**config.mk**
```make
export PLATFORM = sky130hd
export DESIGN_NAME = demux_bit_scheduler
export DESIGN_NICKNAME = d
export VERILOG_FILES = /design/src/rtl/demux_pkg.sv /design/src/rtl/demux_bit_hold_timer.sv /design/src/rtl/demux_bit_scheduler.sv
export SDC_FILE = /design/constraint.sdc
export NUM_CORES = 1
export LEC_CHECK = 0
export BUFFER_PORTS_ARGS = -buffer_cell sky130_fd_sc_hd__buf_2
export CORE_MARGIN = 10
export CORE_UTILIZATION = 45
export DETAILED_ROUTE_END_ITERATION = 10
export PLACE_DENSITY = 0.79
export SYNTH_ARGS = -nofsm -noshare
export SYNTH_HDL_FRONTEND = slang
export SYNTH_SLANG_ARGS = --single-unit
```
**constraint.sdc**
```tcl
create_clock -name clk -period 2.3 [get_ports clk]
set_input_delay 0.46 -clock clk [delete_from_list [all_inputs] [get_ports clk]]
set_output_delay 0.46 -clock clk [all_outputs]
set_load 0.005 [all_outputs]
```
**src/rtl/demux_pkg.sv**
```systemverilog
// Shared definitions for the 1-to-8 demux bit scheduler: channel geometry,
// FSM state type and the hold-counter width helper.
package demux_pkg;

  localparam int NUM_CH = 8;
  localparam int SEL_W  = 3;

  typedef enum logic [1:0] {
    IDLE  = 2'd0,
    SHIFT = 2'd1,
    DONE  = 2'd2
  } sched_state_t;

  // Hold counter needs $clog2(hold) bits, but never fewer than one.
  function automatic int hold_cnt_w(input int hold);
    return (hold <= 2) ? 1 : $clog2(hold);
  endfunction

endpackage

```
**src/rtl/demux_bit_hold_timer.sv**
```systemverilog
// Counts the cycles of one bit slot; 'last' flags the final cycle of the slot
// so the parent can advance the channel on the same edge the count wraps.
module bit_hold_timer
  import demux_pkg::*;
#(
  parameter int HOLD_CYCLES = 1
) (
  input  logic clk,
  input  logic rst,
  input  logic clear,
  input  logic en,
  output logic last
);

  localparam int HC_W = hold_cnt_w(HOLD_CYCLES);
  localparam logic [HC_W-1:0] LAST_HC = HC_W'(HOLD_CYCLES - 1);

  logic [HC_W-1:0] hc;

  always_ff @(posedge clk or posedge rst) begin
    if (rst) begin
      hc <= '0;
    end else if (clear || (en && last)) begin
      hc <= '0;
    end else if (en) begin
      hc <= hc + 1'b1;
    end
  end

  assign last = (hc == LAST_HC);

endmodule

```
**src/rtl/demux_bit_scheduler.sv**
```systemverilog
// Serialises one byte per handshake onto the demux data input while stepping
// the select lines through channels 0..7, one slot of HOLD_CYCLES per bit.
module demux_bit_scheduler
  import demux_pkg::*;
#(
  parameter int HOLD_CYCLES = 1
) (
  input  logic       clk,
  input  logic       rst,
  input  logic       in_valid,
  input  logic [7:0] in_data,
  output logic       in_ready,
  input  logic       flush,
  output logic       i,
  output logic       s0,
  output logic       s1,
  output logic       s2,
  output logic       strobe,
  output logic       busy,
  output logic       done,
  output logic [1:0] fsm_state
);

  // Handshake: a byte transfers on a rising edge where in_valid && in_ready.
  // in_ready is high only in IDLE with flush low; in_data is ignored otherwise.

  localparam logic [SEL_W-1:0] LAST_CH = SEL_W'(NUM_CH - 1);

  sched_state_t      state, next_state;
  logic [SEL_W-1:0]  ch;
  logic [NUM_CH-1:0] shreg;
  logic [SEL_W-1:0]  sel;
  logic              take;
  logic              slot_last;
  logic              timer_clear;
  logic              timer_en;

  assign take        = in_valid && in_ready;
  assign timer_en    = (state == SHIFT);
  assign timer_clear = (state != SHIFT);

  bit_hold_timer #(
    .HOLD_CYCLES(HOLD_CYCLES)
  ) u_hold_timer (
    .clk  (clk),
    .rst  (rst),
    .clear(timer_clear),
    .en   (timer_en),
    .last (slot_last)
  );

  always_ff @(posedge clk or posedge rst) begin
    if (rst) begin
      state <= IDLE;
    end else begin
      state <= next_state;
    end
  end

  always_comb begin
    next_state = state;
    case (state)
      IDLE: begin
        if (take) next_state = SHIFT;
      end
      SHIFT: begin
        if (flush) begin
          next_state = IDLE;
        end else if ((ch == LAST_CH) && slot_last) begin
          next_state = DONE;
        end
      end
      DONE:    next_state = IDLE;
      default: next_state = IDLE;
    endcase
  end

  // Channel stops at 7; the FSM leaves SHIFT on that slot's last cycle.
  always_ff @(posedge clk or posedge rst) begin
    if (rst) begin
      shreg <= '0;
      ch    <= '0;
    end else if (take) begin
      shreg <= in_data;
      ch    <= '0;
    end else if ((state == SHIFT) && slot_last && (ch != LAST_CH)) begin
      ch <= ch + 1'b1;
    end
  end

  // done is masked by flush so an abort in DONE produces no pulse.
  always_comb begin
    in_ready = 1'b0;
    i        = 1'b0;
    sel      = '0;
    strobe   = 1'b0;
    done     = 1'b0;
    case (state)
      IDLE:  in_ready = !flush;
      SHIFT: begin
        strobe = 1'b1;
        sel    = ch;
        i      = shreg[ch];
      end
      DONE:    done = !flush;
      default: ;
    endcase
  end

  assign s0        = sel[0];
  assign s1        = sel[1];
  assign s2        = sel[2];
  assign busy      = (state != IDLE);
  assign fsm_state = state;

endmodule

```
==> out/results.txt <==
Outcome = completed
Post-CTS Hold Buffers = 0
Fin crit share = 90.8%
Commonest non-fill, non-tap cells in the layout = buf_2 (21), dfrtp_1 (14), mux2_4 (6), nand2_1 (4)
Startpoint Class = register
Layout cell share with drive strength beyond 1 = 48.0%
Vias/cell = 5.36
Worst r2r src = ch[0]$_DFFE_PP0P_
Clk sinks = 14
Min-delay worst type = in -> async
Post-DRT Antenna Nets = 0
Initial antenna violation count = 0
Fmax = 479 MHz
Synthesized Nets = 66
Drt drc = 0
Slew Limit Fails = 0
Post-CTS Resized = 0
Utilization after layout = 56.0%
Worst-margin pin slew = 0.660 ns
Final WL = 1390 µm
Global-route wire length before repair = 2380 µm
TNS Setup = 0 ns
Area grow syn2layout = 19.6%
Skew-Pair Late Insertion Delay = 0.27 ns
H-tree depth = 1
Synth Warn # = 0
Vias in the first global route = 526
Slew HR = 55.4%
CORE AREA = 1490 µm²
CTS tree = done
Dpl hpwl = 1120 µm
WP data required = 1.84 ns
Critical Path Fanout Max = 6
Overall routing resource usage = 8.40%
Final hold vios = 0
Area leader, netlist = dfrtp_1
Worst EP arrival = 1.63 ns
Wire length per cell = 15.2 µm
RSZ-0062 raised after global routing = false
Total leakage power = 0.439 nW
CP Class = reg -> out
Seq/Total Area, Yosys = 50.3%
Vias = 488
Synth Register Bits = 14
Initial Util = 46.8%
Post-CTS Setup Repair Bufs = 0
CP cell instances = mux4_2 -> a22o_1 -> buf_2
Setup Skew = 0.00517 ns
Minimum clock period = 2.09 ns
Total CTS buffers = 3
Post-synth top area share = 50.3%
VDD IR max = 0.000520 V
Pre-antenna DRT Iters = 2
Gr ovfl total = 0
Final nets = 91
Final Setup Violations = 0
Synthesized instance count = 52
Iter 0 DRT Violations = 4
Ant. Diodes = 0
Die H = 59.4 µm
Clk slew on worst S/H paths = 0.08 ns
Port bufs = 21
CP endpoint kind = output port
Number of cell rows = 14
Max Cap Viol = 0
Worst Setup SP = ch[0]$_DFFE_PP0P_
Power Density = 794 nW/µm²
CP max-delay cell = mux4_2
Die area = 3520 µm²
Ranking of synthesized cells by area = dfrtp_1 (50%), mux2_4 (13%), mux4_2 (6.5%), ha_1 (3.6%), mux2_2 (3.2%)
Gp weighted congestion = 0.736
Mapped Avg Cell Area = 13.4 µm²
Most common cell after layout, fill and taps aside = buf_2
IO Count = 22
Worst path max stage delay = 0.53 ns
Largest net degree at the start of global routing = 15
Synth Cell Area = 697 µm²
Die W = 59.4 µm
Largest buffer count on any clock path = 2
Synth cell types = 22
Clock Tree Root = clkbuf_4
sequential cells by signal, summed over array words and instances (netlist names):
name	cells
ch	3
shreg	8
fsm_state	2
u_hold_timer.hc	1
routing by layer:
| metal | GRT usage (%) | part of all wire (%) | wire, µm | vias up |
|---|---|---|---|---|
| met1 | 10.6 | 47 | 647 | 233 |
| met5 | 0 | 0 | 0 | - |
| met2 | 12.5 | 42 | 586 | 23 |
| met4 | 0 | 0 | 0 | 0 |
| met3 | 5.36 | 11 | 151 | 0 |
| li1 | - | - | - | 232 |
report_power, final:
group | switching [mW] | total (mW) | internal (mW)
logic | 0.0644 | 0.184 | 0.119
registers | 0.0501 | 0.349 | 0.299
clock network | 0.0676 | 0.128 | 0.0605
total | 0.182 | 0.661 | 0.479
logic make-up after synthesis:
logic type / share of synthesized area, %
multiplexers: 22.6
other: 0.538
buffers and inverters: 2.69
adder cells (fa/ha/maj): 3.59
AND/OR/NAND/NOR: 15.3
AO/OA/AOI/OAI: 5.03
flip-flops: 50.3
per-stage QoR:
stage               total power [mW]  hold slack [ns]  instances  setup slack (ns)  instance area [µm²]
floorplan                      0.478            0.349         52             0.665                  697
global placement               0.531            0.477         88             0.524                  811
detailed placement             0.539            0.494         88             0.453                  811
CTS                            0.670            0.231         91             0.197                  833
global route                   0.706            0.259         91             0.162                  833
finish                         0.661            0.215         91             0.212                  833
worst paths after layout:
kind	endpoint	slack (ns)	cells past startpoint
worst max-delay path	i	0.21	3
worst min-delay path	ch[0]$_DFFE_PP0P_	0.21	2
worst max register to register	ch[0]$_DFFE_PP0P_	0.43	5
worst min register to register	ch[0]$_DFFE_PP0P_	0.50	1
max in group asynchronous	fsm_state[1]$_DFFE_PP0P_	1.73	2
min in group clk	fsm_state[1]$_DFFE_PP0P_	0.41	2
synthesized netlist by cell type:
master    number
conb_1         1
o21ai_0        2
inv_1          2
or4b_4         1
mux2_2         2
nand3b_1       1
nor4b_1        1
mux2_4         6
or2b_1         1
nor2_1         2
or2_2          1
dfrtp_1       14
a22o_1         1
nor2b_1        1
ha_1           2
o41ai_1        1
buf_6          1
mux4_2         2
o31ai_1        1
and2_1         3
nand2_1        4
nor3b_1        2
critical path, delay by kind of cell, from the launching register on:
kind,cells,cell delay (ns)
multiplexers,1,0.53
AO/OA/AOI/OAI,1,0.23
flip-flops,1,0.48
buffers and inverters,1,0.12
layout make-up:
| cell class | instances | area, µm² |
|---|---|---|
| Clock buffer | 3 | 22.5 |
| Fill cell | 130 | 656 |
| Inverter | 2 | 7.51 |
| Multi-Input combinational cell | 35 | 328 |
| Sequential cell | 14 | 350 |
| Tap cell | 16 | 20.0 |
| Timing Repair Buffer | 21 | 105 |
No activity file was read; power rests on OpenSTA's default activity.
